[src/rtl/seq_cmd_driver_if.sv]
// rtl/seq_cmd_driver_if.sv - command, response and unit signals of seq_cmd_driver
interface seq_cmd_driver_if;
  // command port
  logic       cmd_valid;
  logic       cmd_ready;
  logic [1:0] cmd_op;
  logic [7:0] cmd_x;
  logic [7:0] cmd_len;
  // unit port
  logic [1:0] on;
  logic       start;
  logic [7:0] x;
  logic [1:0] regime;
  logic       active;
  logic [7:0] y;
  logic [2:0] s;
  logic       b;
  // response port
  logic       rsp_valid;
  logic       rsp_ready;
  logic [7:0] rsp_y;
  logic [2:0] rsp_s;
  logic       rsp_b;
  logic [7:0] rsp_cycles;
  logic [7:0] rsp_active;
  logic       rsp_err;
  logic       busy;

  // driver side
  modport master (
    input  cmd_valid, cmd_op, cmd_x, cmd_len,
    output cmd_ready,
    output on, start, x,
    input  regime, active, y, s, b,
    output rsp_valid, rsp_y, rsp_s, rsp_b, rsp_cycles, rsp_active, rsp_err, busy,
    input  rsp_ready
  );

  // sequencer and unit side
  modport slave (
    output cmd_valid, cmd_op, cmd_x, cmd_len,
    input  cmd_ready,
    input  on, start, x,
    output regime, active, y, s, b,
    input  rsp_valid, rsp_y, rsp_s, rsp_b, rsp_cycles, rsp_active, rsp_err, busy,
    output rsp_ready
  );
endinterface

[src/rtl/seq_cmd_driver.sv]
// rtl/seq_cmd_driver.sv - drives the mode-controlled unit through one command at a time
module seq_cmd_driver #(
  parameter int TIMEOUT = 64,
  parameter int TW      = 7
) (
  input  logic                clk,
  input  logic                rst_n,
  seq_cmd_driver_if.master    bus
);

  typedef enum logic [2:0] {
    S_IDLE,
    S_LAUNCH,
    S_HOLD,
    S_RELEASE,
    S_RESPOND
  } state_t;

  state_t        r_state;
  state_t        w_next;

  logic [1:0]    r_op;
  logic [7:0]    r_len;
  logic [TW-1:0] r_tmo;

  logic [1:0]    r_on;
  logic          r_start;
  logic [7:0]    r_x;
  logic          r_cmd_ready;
  logic          r_busy;
  logic          r_rsp_valid;
  logic [7:0]    r_rsp_y;
  logic [2:0]    r_rsp_s;
  logic          r_rsp_b;
  logic [7:0]    r_cycles;
  logic [7:0]    r_active;
  logic          r_err;

  logic          w_accept;
  logic          w_capture;
  logic          w_err_set;
  logic          w_tmo_hit;
  logic          w_counting;
  logic [1:0]    w_op;

  // the unit is only being driven in these states; statistics accumulate here
  assign w_counting = (r_state == S_LAUNCH) || (r_state == S_HOLD) || (r_state == S_RELEASE);
  assign w_tmo_hit  = (r_tmo == TW'(TIMEOUT - 1));
  // op as it will be in the next cycle, so registered outputs line up with the state
  assign w_op       = w_accept ? bus.cmd_op : r_op;

  // next-state and transition strobes
  always_comb begin
    w_next    = r_state;
    w_accept  = 1'b0;
    w_capture = 1'b0;
    w_err_set = 1'b0;
    case (r_state)
      S_IDLE: begin
        if (bus.cmd_valid && r_cmd_ready) begin
          w_accept = 1'b1;
          if (bus.cmd_op == 2'd0) begin
            w_next    = S_RESPOND;
            w_capture = 1'b1;
          end else begin
            w_next = S_LAUNCH;
          end
        end
      end
      S_LAUNCH: begin
        if (bus.regime == r_op) begin
          if (r_op == 2'd3 || r_len == 8'd0) begin
            w_next = S_RELEASE;
          end else begin
            w_next = S_HOLD;
          end
        end else if (w_tmo_hit) begin
          w_next    = S_RESPOND;
          w_err_set = 1'b1;
          w_capture = 1'b1;
        end
      end
      S_HOLD: begin
        if (r_len == 8'd1) begin
          w_next = S_RELEASE;
        end
      end
      S_RELEASE: begin
        if (bus.regime == 2'd0) begin
          w_next    = S_RESPOND;
          w_capture = 1'b1;
        end else if (w_tmo_hit) begin
          w_next    = S_RESPOND;
          w_err_set = 1'b1;
          w_capture = 1'b1;
        end
      end
      S_RESPOND: begin
        if (bus.rsp_ready) begin
          w_next = S_IDLE;
        end
      end
      default: begin
        w_next = S_IDLE;
      end
    endcase
  end

  // state register
  always_ff @(posedge clk or negedge rst_n) begin
    if (!rst_n) begin
      r_state <= S_IDLE;
    end else begin
      r_state <= w_next;
    end
  end

  // command latch, hold-length countdown and per-state timeout counter
  always_ff @(posedge clk or negedge rst_n) begin
    if (!rst_n) begin
      r_op  <= 2'd0;
      r_len <= 8'd0;
      r_tmo <= '0;
    end else begin
      if (w_accept) begin
        r_op  <= bus.cmd_op;
        r_len <= bus.cmd_len;
      end else if (r_state == S_HOLD) begin
        r_len <= r_len - 8'd1;
      end
      if (w_next != r_state) begin
        r_tmo <= '0;
      end else if (r_tmo < TW'(TIMEOUT)) begin
        r_tmo <= r_tmo + TW'(1);
      end
    end
  end

  // unit-facing and handshake outputs, decoded from the next state so they are registered
  always_ff @(posedge clk or negedge rst_n) begin
    if (!rst_n) begin
      r_on        <= 2'd0;
      r_start     <= 1'b0;
      r_x         <= 8'd0;
      r_cmd_ready <= 1'b1;
      r_busy      <= 1'b0;
      r_rsp_valid <= 1'b0;
    end else begin
      r_on        <= (w_next == S_LAUNCH) ? w_op : 2'd0;
      r_start     <= ((w_next == S_LAUNCH) && (w_op == 2'd1 || w_op == 2'd2)) ||
                     (w_next == S_HOLD);
      r_cmd_ready <= (w_next == S_IDLE);
      r_busy      <= (w_next != S_IDLE);
      r_rsp_valid <= (w_next == S_RESPOND);
      if (w_next == S_IDLE) begin
        r_x <= 8'd0;
      end else if (w_accept && w_next == S_LAUNCH) begin
        r_x <= bus.cmd_x;
      end
    end
  end

  // response fields: statistics counters saturate, unit outputs captured at completion
  always_ff @(posedge clk or negedge rst_n) begin
    if (!rst_n) begin
      r_cycles <= 8'd0;
      r_active <= 8'd0;
      r_err    <= 1'b0;
      r_rsp_y  <= 8'd0;
      r_rsp_s  <= 3'd0;
      r_rsp_b  <= 1'b0;
    end else begin
      if (w_accept) begin
        r_cycles <= 8'd0;
        r_active <= 8'd0;
        r_err    <= 1'b0;
      end else begin
        if (w_counting && r_cycles != 8'hFF) begin
          r_cycles <= r_cycles + 8'd1;
        end
        if (w_counting && bus.active && r_active != 8'hFF) begin
          r_active <= r_active + 8'd1;
        end
        if (w_err_set) begin
          r_err <= 1'b1;
        end
      end
      if (w_capture) begin
        r_rsp_y <= bus.y;
        r_rsp_s <= bus.s;
        r_rsp_b <= bus.b;
      end
    end
  end

  assign bus.cmd_ready  = r_cmd_ready;
  assign bus.on         = r_on;
  assign bus.start      = r_start;
  assign bus.x          = r_x;
  assign bus.rsp_valid  = r_rsp_valid;
  assign bus.rsp_y      = r_rsp_y;
  assign bus.rsp_s      = r_rsp_s;
  assign bus.rsp_b      = r_rsp_b;
  assign bus.rsp_cycles = r_cycles;
  assign bus.rsp_active = r_active;
  assign bus.rsp_err    = r_err;
  assign bus.busy       = r_busy;

endmodule

[src/flat_wrapper.sv]
// flat-port wrapper written by rule: the top's interface ports become plain ports
module seq_cmd_driver_flat 
#(
  parameter int TIMEOUT = 64,
  parameter int TW      = 7
)
  (clk, rst_n, bus_cmd_valid, bus_cmd_op, bus_cmd_x, bus_cmd_len, bus_cmd_ready, bus_on, bus_start, bus_x, bus_regime, bus_active, bus_y, bus_s, bus_b, bus_rsp_valid, bus_rsp_y, bus_rsp_s, bus_rsp_b, bus_rsp_cycles, bus_rsp_active, bus_rsp_err, bus_busy, bus_rsp_ready);
  seq_cmd_driver_if bus_i ();
  input  logic clk;
  input  logic rst_n;
  input wire logic [$bits(bus_i.cmd_valid)-1:0] bus_cmd_valid;
  input wire logic [$bits(bus_i.cmd_op)-1:0] bus_cmd_op;
  input wire logic [$bits(bus_i.cmd_x)-1:0] bus_cmd_x;
  input wire logic [$bits(bus_i.cmd_len)-1:0] bus_cmd_len;
  output wire logic [$bits(bus_i.cmd_ready)-1:0] bus_cmd_ready;
  output wire logic [$bits(bus_i.on)-1:0] bus_on;
  output wire logic [$bits(bus_i.start)-1:0] bus_start;
  output wire logic [$bits(bus_i.x)-1:0] bus_x;
  input wire logic [$bits(bus_i.regime)-1:0] bus_regime;
  input wire logic [$bits(bus_i.active)-1:0] bus_active;
  input wire logic [$bits(bus_i.y)-1:0] bus_y;
  input wire logic [$bits(bus_i.s)-1:0] bus_s;
  input wire logic [$bits(bus_i.b)-1:0] bus_b;
  output wire logic [$bits(bus_i.rsp_valid)-1:0] bus_rsp_valid;
  output wire logic [$bits(bus_i.rsp_y)-1:0] bus_rsp_y;
  output wire logic [$bits(bus_i.rsp_s)-1:0] bus_rsp_s;
  output wire logic [$bits(bus_i.rsp_b)-1:0] bus_rsp_b;
  output wire logic [$bits(bus_i.rsp_cycles)-1:0] bus_rsp_cycles;
  output wire logic [$bits(bus_i.rsp_active)-1:0] bus_rsp_active;
  output wire logic [$bits(bus_i.rsp_err)-1:0] bus_rsp_err;
  output wire logic [$bits(bus_i.busy)-1:0] bus_busy;
  input wire logic [$bits(bus_i.rsp_ready)-1:0] bus_rsp_ready;
  assign bus_i.cmd_valid = bus_cmd_valid;
  assign bus_i.cmd_op = bus_cmd_op;
  assign bus_i.cmd_x = bus_cmd_x;
  assign bus_i.cmd_len = bus_cmd_len;
  assign bus_cmd_ready = bus_i.cmd_ready;
  assign bus_on = bus_i.on;
  assign bus_start = bus_i.start;
  assign bus_x = bus_i.x;
  assign bus_i.regime = bus_regime;
  assign bus_i.active = bus_active;
  assign bus_i.y = bus_y;
  assign bus_i.s = bus_s;
  assign bus_i.b = bus_b;
  assign bus_rsp_valid = bus_i.rsp_valid;
  assign bus_rsp_y = bus_i.rsp_y;
  assign bus_rsp_s = bus_i.rsp_s;
  assign bus_rsp_b = bus_i.rsp_b;
  assign bus_rsp_cycles = bus_i.rsp_cycles;
  assign bus_rsp_active = bus_i.rsp_active;
  assign bus_rsp_err = bus_i.rsp_err;
  assign bus_busy = bus_i.busy;
  assign bus_i.rsp_ready = bus_rsp_ready;
  seq_cmd_driver #(.TIMEOUT(TIMEOUT), .TW(TW)) u_core (.clk(clk), .rst_n(rst_n), .bus(bus_i));
endmodule
[config.mk]
export PLATFORM = sky130hd
export DESIGN_NAME = seq_cmd_driver_flat
export DESIGN_NICKNAME = d
export VERILOG_FILES = /design/src/rtl/seq_cmd_driver_if.sv /design/src/rtl/seq_cmd_driver.sv /design/src/flat_wrapper.sv
export SDC_FILE = /design/constraint.sdc
export NUM_CORES = 1
export LEC_CHECK = 0
export ABC_AREA = 0
export CORE_AREA = 2 2 105 107
export CTS_CLUSTER_SIZE = 40
export DETAILED_ROUTE_END_ITERATION = 16
export DIE_AREA = 0 0 107 109
export PLACE_DENSITY_LB_ADDON = 0.08
export SYNTH_ARGS = -nofsm -noshare
export SYNTH_HDL_FRONTEND = slang
export SYNTH_SLANG_ARGS = --single-unit
[constraint.sdc]
create_clock -name clk -period 5.1 [get_ports clk]
set_input_delay 0.51 -clock clk [delete_from_list [all_inputs] [get_ports clk]]
set_output_delay 0.51 -clock clk [all_outputs]
set_load 0.05 [all_outputs]
---- After elaboration in Yosys (flattened, before gate mapping) ----
Cells that the tools add are included.
W data, S select, Z words.
storage, ports and cells
  logic and storage cells ................. 93
  input port bits ......................... 37
  bits in registers ....................... 63
  output and inout bits ................... 43
operators by class
  mux-type cells .......................... 33
  reductions and logical operators ........ 23
  eq/ne operators ......................... 16
  $add $sub $neg .......................... 4
  magnitude comparators ................... 1
operator list
  kind                   number
  $mux W8                8
  $mux W3                7
  $add A8 B1 Y8 const B  2
  $ne A8 B8 Y1 const B   2
  $pmux W3 S5            1
  $mux W7                2
  $reduce_bool A2 Y1     6
  $mux W1                11
  $eq A3 B2 Y1 const B   3
  $eq A8 B1 Y1 const B   1
  $logic_not A8 Y1       1
  $sub A8 B1 Y8 const B  1
  $add A7 B1 Y7 const B  1
  $eq A7 B6 Y1 const B   1
  $lt A7 B7 Y1 const B   1
  $eq A3 B1 Y1 const B   2
  $eq A3 B3 Y1 const B   2
  $logic_and A1 B1 Y1    6
  $logic_not A3 Y1       2
  $logic_or A1 B1 Y1     5
  $eq A2 B2 Y1 const B   2
  $logic_not A2 Y1       2
  $mux W2                2
  $ne A3 B3 Y1           1
  other kinds (5)        5

---- Depth between registers and ports, before layout ----
Gate-level depths: netlist (run 1).
  depth after elaboration ................. 9
  depth in mapped cells ................... 7
  mapped depth without buffers ............ 7

---- Worst setup path after synthesis (run 1) ----
OpenSTA, ideal clock, no wires.
  kind .................................... reg-to-reg
  start point ............................. reg u_core.r_state[1]
  end point ............................... reg u_core.r_rsp_b (netlist: u_core.bus.rsp_b)
  cell stages (with the launch flop) ...... 7
  clock period less this slack ............ 2.097 ns
  required time ........................... 4.975 ns
  setup slack ............................. 3.003 ns
  arrival ................................. 1.973 ns
  path buffers ............................ 2
  library setup time ...................... 0.125 ns
  cell sequence ........................... dfrtp_1 -> buf_2 -> or3b_1 -> a2111oi_1 -> a221o_2 -> buf_4 -> mux2_2
between the ends
  word-level cells in the longest chain between the ends .. 2
  elaborated cells on any way between the ends .. 4
  classes of those cells .................. eq/ne (2); mux (1); reduce/logical (1)
ends and longest elaborated chain
  item                                  line                   text
  start, declared                       seq_cmd_driver.sv:19   state_t r_state;
  start signal, assigned                seq_cmd_driver.sv:114  r_state <= w_next;
  $eq A3 B2 Y1 (tied with other cells)  seq_cmd_driver.sv:58   case (r_state)
  $pmux W1 S3 *                         seq_cmd_driver.sv:58
  end signal, assigned                  seq_cmd_driver.sv:191  r_rsp_b <= bus.b;
  end, declared                         seq_cmd_driver.sv:34   logic r_rsp_b;
Mark *: on every way between the ends. The rest lies on a longest branch, timed or not.
A chain may end at the register's enable or synchronous reset.

---- Worst setup path in the final report (run 1) ----
  start point ............................. in bus_regime[1]
  end point ............................... reg u_core.r_x[0] (netlist: u_core.bus.x[0])
between the ends
  word-level cells in the longest chain between the ends .. 6
  elaborated cells on any way between the ends .. 10
  classes of those cells .................. eq/ne (2); mux (4); reduce/logical (4)
ends and longest elaborated chain
  item                                                     line                                        text
  start, declared                                          flat_wrapper.sv:19                          input wire logic [$bits(bus_i.regime)-1:0] bus_regime;
  $eq A2 B2 Y1 / $logic_not A2 Y1 (equally long branches)  seq_cmd_driver.sv:71, seq_cmd_driver.sv:89
  $mux W3 (on tied branches)                               seq_cmd_driver.sv:71, seq_cmd_driver.sv:89
  $pmux W3 S5 *                                            seq_cmd_driver.sv:58
  $eq A3 B1 Y1                                             seq_cmd_driver.sv:157                       end else if (w_accept && w_next == S_LAUNCH) begin
  $logic_and A1 B1 Y1                                      seq_cmd_driver.sv:157
  $reduce_bool A2 Y1 (no source line)                      -
  end signal, assigned                                     seq_cmd_driver.sv:158                       r_x <= bus.cmd_x;
  end, declared                                            seq_cmd_driver.sv:28                        logic [7:0] r_x;
Marks and branches as above.

==> flow_summary_export.csv, run 1 <==
group,metric,value,unit
global_routing,grt_pass1_vias,2420,
placement,port_buffers,79,
setup_path,arrival,2930,ps
routing,dr.pass1.iters,4,
sta,clock_skew,9.429,ps
sta,finalSetupTns,0,ps
final_layout,final_cell_mix,"clkdlybuf4s50_1 (78), dfrtp_1 (62), nor2_1 (29)",
clock_tree,numCtsBuffers,9,
clock_tree,cts_root_buf,"clkbuf_8",
routing,ant_nets,0,
setup_path,crit_fanout,15,
floorplanning,fp.coreArea,10600,um2
yosys,yosys.area_share.xor_xnor,7.382,%
clock_tree,holdBufCountCts,0,
sta,fin_crit,2762,ps
sta,slew_violations,0,
sta,tightest_slew,863.3,ps
yosys,synth_flop_cell,"dfrtp_1",
final_layout,fillerInstances,1055,
routing,drt_iter0_markers,70,
sta,hold_slack,318.3,ps
global_routing,track_usage,12.92,%
routing,vias,2321,
setup_path,cp.required,5270,ps
final_layout,nets,402,
setup_path,cp-end-kind,"flip-flop",
routing,vias_per_cell,4.605,
clock_tree,cts_resized,0,
sta,grt_setup_unrepaired,"no",
floorplanning,fp.dieW,107,um
yosys,synth_nets,322,
min_path,hp-class,"in -> async",
placement,detailed_place_hpwl,4.968,mm
yosys,synth_edf_count,0,
flow_run,maxCapViolations,0,
yosys,synth_warnings,0,
sta,setup_viol,0,
yosys,muxShareOfSynthArea,8.687,%
global_routing,grt_pass1_wl,11.85,mm
sta,hold_viol_final,0,
yosys,synthCells,279,
yosys,synthAdderAreaFrac,2.447,%
placement,post-place-ws,2029,ps
final_layout,final_common_cell,"clkdlybuf4s50_1",
placement,place_congestion,0.7671,
floorplanning,pin_count,80,
clock_tree,cts_setup_buffers,0,
yosys,ys_seq_elements,63,
clock_tree,clkTransAtPathRegs,80,ps
yosys,synth_area,3068,um2
clock_tree,cts.path.max_buffers,2,
routing,wire_per_inst,14.18,um
pwr,p_per_area,621.6,nW/um2
setup_path,critPathLaunchType,"input port",
yosys,ys_seq_area_share,51.43,%
sta,final.period_utilization,54.16,%
status,status,"finished, final reports clean",
routing,finalWirelength,7.148,mm
yosys,synth_compound_area_share,10.89,%
floorplanning,start_util,28.94,%
routing,drc_errors,0,
clock_tree,htreeDepth,3,
yosys,async_reset_ff_share,100.0,%
floorplanning,die_y,109,um
pwr,ir_drop,0.2799,mV
floorplanning,row_count,38,
final_layout,drive_gt1_share,13.46,%
final_layout,antenna_cells,0,
global_routing,grt_max_degree,64,
global_routing,grt_overflow,0,
yosys,ys_types,53,
sta,setup_slack,2338,ps
clock_tree,insertion_delay,330,ps
sta,max_slew_margin,42.45,%
sta,fmax,362.1,MHz
yosys,avgSynthCellArea,11.00,um2
floorplanning,die-area,11660,um2
pwr,leakage,1.803,nW
yosys,synth_top_family_by_area,"simple AND/OR/NAND/NOR gates",
final_layout,syn2layout_area_growth,36.50,%
yosys,synth-simple-area-share,15.78,%
clock_tree,cts_tree,"built",
clock_tree,clock_sinks,63,
global_routing,antenna_found_initial,0,
setup_path,worst-setup-path-type,"in -> reg",
==> critical path, cell delays in order <==
cell and delay [ps]:
clkdlybuf4s50_1 490, xnor2_1 400, a2111oi_1 160, a221o_2 480
a21oi_1 730, a21oi_1 150
==> state kept, by name, summed over array words and instances (netlist names) <==
register,flops
u_core.r_op,2
u_core.r_len,8
u_core.bus.rsp_active,8
u_core.bus.busy,1
u_core.bus.rsp_y,8
u_core.bus.x,8
u_core.bus.rsp_cycles,8
u_core.bus.cmd_ready,1
u_core.bus.rsp_s,3
u_core.r_tmo,7
u_core.bus.rsp_valid,1
u_core.bus.on,2
u_core.bus.start,1
u_core.bus.rsp_b,1
u_core.r_state,3
u_core.bus.rsp_err,1
==> area by class of cell <==
| type | instances | area (um2) | area share [%] |
|---|---|---|---|
| repair buffers | 81 | 800.8 | 19.12 |
| well taps | 140 | 175.2 | 4.183 |
| flip-flops and latches | 63 | 1578 | 37.68 |
| clock inverters | 6 | 70.07 | 1.673 |
| multi-input cells | 194 | 1389 | 33.16 |
| clock buffers | 10 | 137.6 | 3.287 |
| inverters | 10 | 37.54 | 0.8963 |
==> cell usage after synthesis, drive strengths merged (2+ instances only) <==
cell type,count,share of area [%]
o21bai,2,0.49
nand3,7,1.1
a221o,3,1.0
nand2,15,1.8
nand4,5,1.0
a21oi,20,4.1
o21ba,2,0.65
clkbuf,3,0.37
o21ai,9,1.5
nor3b,3,0.73
nor2,30,3.7
and3,3,0.61
buf,9,1.8
xnor2,16,4.8
mux2i,12,3.9
dfrtp,62,51
xor2,9,2.6
or3b,2,0.57
inv,10,1.2
o211ai,3,0.73
or3,4,0.82
nor3,11,2.1
ha,6,2.4
mux2,13,4.8
==> stage by stage <==
stage / power [W] / cell area (um2) / utilization, % / instances
after CTS: 0.002642 / 4188 / 39.50 / 504
after floorplan: 0.001780 / 3068 / - / 279
after global routing: 0.002779 / 4188 / 39.50 / 504
final: 0.002603 / 4188 / 39.50 / 504
after global placement: 0.002173 / 3980 / 37.54 / 488
after detailed placement: 0.002174 / 3980 / 37.54 / 488
==> metal layers <==
layer  track usage [%]  routed length (um)
met1             16.90                3322
met2             21.11                3531
met3             3.168                 234
met4             4.174                  59
met5                 0                   0
==> final timing paths <==
check	from	endpoint	slack, ps	depth (start not counted)
worst max-delay path	bus_regime[1]	u_core.bus.x[0]	2340	6
worst min-delay path	rst_n	u_core.r_len[2]	320	2
worst max register to register	u_core.r_state[0]	u_core.bus.x[0]	2470	6
worst min register to register	u_core.bus.rsp_err	u_core.bus.rsp_err	500	2
max in group asynchronous	rst_n	u_core.r_tmo[5]	4190	2
min in group clk	u_core.bus.rsp_err	u_core.bus.rsp_err	500	2
==> power by group <==
| group | internal (W) | leakage [nW] | switching, W |
|---|---|---|---|
| sequential | 0.000682 | 0.813 | 0.000163 |
| combinational | 0.000493 | 0.895 | 0.000818 |
| clock | 0.000241 | 0.0947 | 0.000207 |
| total | 0.00142 | 1.80 | 0.00119 |
==> cell families (layout without fill, tap and decap cells) <==
| group | count (synthesis) | count (layout) |
|---|---|---|
| buf+inv | 22 | 107 |
| fa+ha+maj | 6 | 6 |
| compound gates | 48 | 48 |
| mux | 25 | 25 |
| xor+xnor | 25 | 25 |
| simple gates | 90 | 90 |
| flops | 63 | 63 |
(Power assumes the default switching activity.)
==> run 2: changes to the inputs <==
clock period = 2.22 ns   (was 5.1 ns; I/O delays follow)
==> run 2 against run 1 <==
Register-to-register slack got worse by 2400 ps; total power increased by 130%; critical path type is now reg -> reg; flip-flop and latch count unchanged.
==> flow_summary_export.csv, run 2 (same netlist as run 1, synthesis figures left out) <==
group,metric,value,unit
status,status,"finished, final reports clean",
routing,wire_per_inst,14.01,um
sta,final.period_utilization,96.18,%
final_layout,syn2layout_area_growth,42.70,%
clock_tree,cts_root_buf,"clkbuf_8",
routing,ant_nets,0,
sta,grt_setup_unrepaired,"no",
global_routing,track_usage,13.29,%
placement,port_buffers,79,
sta,max_slew_margin,58.24,%
final_layout,final_common_cell,"clkdlybuf4s50_1",
setup_path,cp_slowest_stage_delay,510,ps
sta,hold_viol_final,0,
final_layout,nets,425,
global_routing,grt_max_degree,33,
routing,dr.pass1.iters,4,
floorplanning,die-area,11660,um2
sta,slew_violations,0,
setup_path,r2r_end,"u_core.r_tmo[2]",
setup_path,arrival,2390,ps
global_routing,grt_pass1_wl,12.11,mm
final_layout,fillerInstances,1060,
setup_path,r2r-start,"u_core.r_tmo[0]",
pwr,ir_drop,0.7317,mV
clock_tree,cts.path.max_buffers,2,
placement,place_congestion,0.7743,
global_routing,grt_pass1_vias,2531,
pwr,p_per_area,1396,nW/um2
setup_path,reg2reg_depth,7,
setup_path,crit_cells,7,
final_layout,final_cell_mix,"clkdlybuf4s50_1 (78), dfrtp_1 (62), nor2_1 (28)",
sta,fmax,468.3,MHz
sta,finalSetupTns,0,ps
floorplanning,fp.dieW,107,um
clock_tree,htreeDepth,3,
final_layout,final_util,41.29,%
sta,setup_viol,0,
setup_path,cp-end-kind,"flip-flop",
setup_path,critPathBufInv,1,
routing,vias_per_cell,4.514,
pwr,leakage,1.914,nW
setup_path,worst-setup-path-type,"reg -> reg",
floorplanning,row_count,38,
global_routing,grt_overflow,0,
setup_path,worst_path_max_delay_cell,"or4b_1",
global_routing,antenna_found_initial,0,
routing,drt_iter0_markers,64,
floorplanning,die_y,109,um
sta,clock_skew,6.576,ps
clock_tree,clock_sinks,63,
routing,finalWirelength,7.354,mm
setup_path,crit_family,"simple AND/OR/NAND/NOR gates",
clock_tree,numCtsBuffers,9,
flow_run,maxCapViolations,0,
setup_path,crit_start,"u_core.r_tmo[0]",
setup_path,cp.required,2480,ps
clock_tree,cts_tree,"built",
placement,detailed_place_hpwl,5.325,mm
setup_path,crit_fanout,7,
sta,fin_crit,2135,ps
sta,tightest_slew,622.3,ps
floorplanning,pin_count,80,
setup_path,reg2reg_slack,80,ps
final_layout,antenna_cells,0,
setup_path,cp_cell_sequence,"ha_2, nand4b_4, o22ai_4, a221o_2, or4b_1, buf_6, a21oi_2",
setup_path,endpoint,"u_core.r_tmo[2]",
min_path,hp-class,"in -> async",
setup_path,critPathLaunchType,"flip-flop",
clock_tree,insertion_delay,320,ps
clock_tree,clkTransAtPathRegs,70,ps
routing,drc_errors,0,
routing,vias,2370,
floorplanning,start_util,28.94,%
floorplanning,fp.coreArea,10600,um2
final_layout,drive_gt1_share,19.22,%
-- run 2: cell count changes in the layout (fill, tap and decap cells not counted), sizes merged --
cell         change
buf             +22
bufinv           -1
clkbuf           +1
clkinv           -1
clkinvlp         -1
dlygate4sd3      +1
-- run 2: worst register-to-register path, cell delays in order (launching register included) --
cell and delay [ps]:
dfrtp_1 410, ha_2 210, nand4b_4 130, o22ai_4 100, a221o_2 410, or4b_1 510
buf_6 170, a21oi_2 130
-- run 2: metal layers --
metal  track usage (%)  vias up  share of wire (%)
met5                 0        -                  0
met4             3.896        0                1.2
met3             3.108        6                3.4
met2             21.79       38                 48
met1             17.59     1145                 47
li1                  -     1181                  -
-- run 2: cell type report --
cell class | count | area, um2 | share of cell area (%)
clock buffer | 11 | 151.4 | 3.458
clock inverter | 3 | 20.02 | 0.4573
inverter | 10 | 37.54 | 0.8574
multi-input combinational | 194 | 1416 | 32.35
sequential | 63 | 1578 | 36.04
tap | 140 | 175.2 | 4.001
timing repair buffer | 104 | 999.7 | 22.84
-- run 2: per-stage QoR --
stage               instances  instance area (um2)  setup slack (ps)  hold WS [ps]  power [W]
detailed placement        510                 4158            -243.1         232.3   0.005246
finish                    525                 4378             84.76         390.9   0.006112
global placement          510                 4158            -168.0         225.6   0.005235
global route              525                 4378             2.005         430.0   0.006555
floorplan                 279                 3068             122.6        -73.59   0.004090
CTS                       525                 4343             10.53         403.5   0.006187
-- run 2: worst min-delay path by stage --
stage	endpoint	slack [ps]
2_1_floorplan	u_core.bus.busy	-70
3_3_place_gp	u_core.r_len[2]	230
3_5_place_dp	u_core.r_len[2]	230
4_1_cts	u_core.r_len[2]	400
5_1_grt	u_core.r_len[2]	430
6_report	u_core.r_len[2]	390
-- run 2: where the power goes --
| group | internal (W) | switching [W] |
|---|---|---|
| logic | 0.00135 | 0.00199 |
| registers | 0.00157 | 0.000317 |
| clock network | 0.000452 | 0.000434 |
| total | 0.00337 | 0.00275 |
-- run 2: what timing repair did --
item,CTS,global route
hold buffers,1,0
hold endpoints to repair,17,0
gates resized for setup,1,8
buffers inserted,0,0
endpoints found under the setup margin,12,19
==> run 3: changes to the inputs <==
SKIP_LAST_GASP = 1   (was unset)
==> run 3 against run 2 <==
Worst hold slack hardly changed; critical path depth stayed put; final cell count unchanged; sequential share of layout area is essentially flat; non-clock buffer count did not move; clock power hardly changed; design area is essentially flat; flip-flop and latch count unchanged; maximum frequency grew 0.28%; critical endpoint unchanged.
==> flow_summary_export.csv, run 3 (same netlist as run 1, synthesis figures left out) <==
group,metric,value,unit
status,status,"finished, final reports clean",
setup_path,critPathLaunchType,"flip-flop",
final_layout,antenna_cells,0,
clock_tree,cts_tree,"built",
clock_tree,cts_root_buf,"clkbuf_8",
global_routing,met1_usage,17.59,%
placement,port_buffers,79,
global_routing,track_usage,13.29,%
routing,finalWirelength,7.353,mm
clock_tree,cts.path.max_buffers,2,
sta,final.period_utilization,95.91,%
final_layout,nets,425,
final_layout,syn2layout_area_growth,42.58,%
global_routing,grt_pass1_wl,12.11,mm
floorplanning,fp.coreArea,10600,um2
sta,hold_slack,390.9,ps
routing,vias,2367,
routing,drt_iter0_markers,67,
floorplanning,fp.dieW,107,um
final_layout,layout.cells.non_filler,525,
placement,post-place-ws,-243.1,ps
global_routing,grt_overflow,0,
routing,ant_nets,0,
clock_tree,numCtsBuffers,9,
placement,place_congestion,0.7743,
flow_run,maxCapViolations,0,
routing,dr.pass1.iters,4,
setup_path,cp-end-kind,"flip-flop",
setup_path,crit_fanout,7,
global_routing,grt_pass1_vias,2531,
sta,max_slew_margin,58.24,%
routing,drc_errors,0,
global_routing,use_met3,3.108,%
final_layout,final_cell_mix,"clkdlybuf4s50_1 (78), dfrtp_1 (62), nor2_1 (28)",
sta,setup_slack,90.72,ps
clock_tree,htreeDepth,3,
routing,wire_per_inst,14.01,um
sta,slew_violations,0,
global_routing,grt_max_degree,33,
final_layout,drive_gt1_share,19.22,%
setup_path,worst-setup-path-type,"reg -> reg",
sta,clock_skew,6.576,ps
routing,vias_per_cell,4.509,
sta,setup_viol,0,
floorplanning,start_util,28.94,%
final_layout,final_util,41.26,%
sta,grt_setup_unrepaired,"yes",
floorplanning,die-area,11660,um2
sta,fmax,469.6,MHz
final_layout,final_common_cell,"clkdlybuf4s50_1",
setup_path,arrival,2390,ps
min_path,hp-class,"in -> async",
clock_tree,insertion_delay,320,ps
global_routing,antenna_found_initial,0,
clock_tree,clock_sinks,63,
setup_path,cp.required,2480,ps
floorplanning,pin_count,80,
sta,tightest_slew,622.3,ps
final_layout,fillerInstances,1062,
placement,detailed_place_hpwl,5.325,mm
sta,finalSetupTns,0,ps
sta,hold_viol_final,0,
pwr,p_per_area,1397,nW/um2
sta,fin_crit,2129,ps
placement,dp_cells,510,
clock_tree,cts_setup_buffers,0,
global_routing,use_met2,21.79,%
floorplanning,die_y,109,um
pwr,leakage,1.913,nW
global_routing,top_usage_layer,"met2",
pwr,ir_drop,0.7317,mV
clock_tree,clkTransAtPathRegs,70,ps
floorplanning,row_count,38,
==> run 3: cell counts in the layout (fill, tap and decap cells not counted) <==
No cell type changed its count.
==> run 3: final timing paths <==
kind / from / slack, ps / to / depth (start not counted)
max in group asynchronous: rst_n / 1250 / u_core.bus.cmd_ready / 3
setup / recovery: u_core.r_tmo[0] / 90 / u_core.r_tmo[2] / 7
hold / removal: rst_n / 390 / u_core.r_len[2] / 2
setup reg to reg: u_core.r_tmo[0] / 90 / u_core.r_tmo[2] / 7
hold reg to reg: u_core.bus.rsp_b / 510 / u_core.bus.rsp_b / 1
min in group clk: bus_cmd_len[6] / 440 / u_core.r_len[6] / 3
==> run 3: layout make-up <==
type	count	area [um2]	area share, %
multi-input cells	194	1416	32.38
clock buffers	11	151.4	3.461
well taps	140	175.2	4.005
clock inverters	3	20.02	0.4577
inverters	10	37.54	0.8581
repair buffers	104	996.0	22.77
flip-flops and latches	63	1578	36.07
==> run 3: per-stage QoR <==
step,total power (W),instance area [um2]
after floorplan,0.004090,3068
after global placement,0.005235,4158
after detailed placement,0.005246,4158
after CTS,0.006187,4343
after global routing,0.006554,4374
final,0.006111,4374
==> run 3: power by group <==
| group | switching (W) | leakage, nW | internal, W |
|---|---|---|---|
| Combinational | 0.00199 | 1.02 | 0.00135 |
| Clock | 0.000434 | 0.0833 | 0.000452 |
| Sequential | 0.000317 | 0.813 | 0.00157 |
==> run 3: what timing repair did <==
action / 4_1_cts / 5_1_grt
gates cloned: 0 / 0
endpoints found under the hold margin: 17 / 0
hold buffers: 1 / 0
pin swaps: 0 / 0
setup endpoints to repair: 12 / 19
gates resized for setup: 1 / 7
==> run 3: worst max-delay path: stages, from the launching register on <==
cell and delay, ps:
dfrtp_1 410, ha_2 210, nand4b_4 130, o22ai_4 90, a221o_2 410, or4b_1 510
buf_6 170, a21oi_2 130
==> run 3: layer usage <==
| metal | wire [um] | vias up |
|---|---|---|
| met5 | 0 | - |
| met4 | 87 | 0 |
| met3 | 248 | 6 |
| met2 | 3565 | 38 |
| met1 | 3452 | 1142 |
| li1 | - | 1181 |
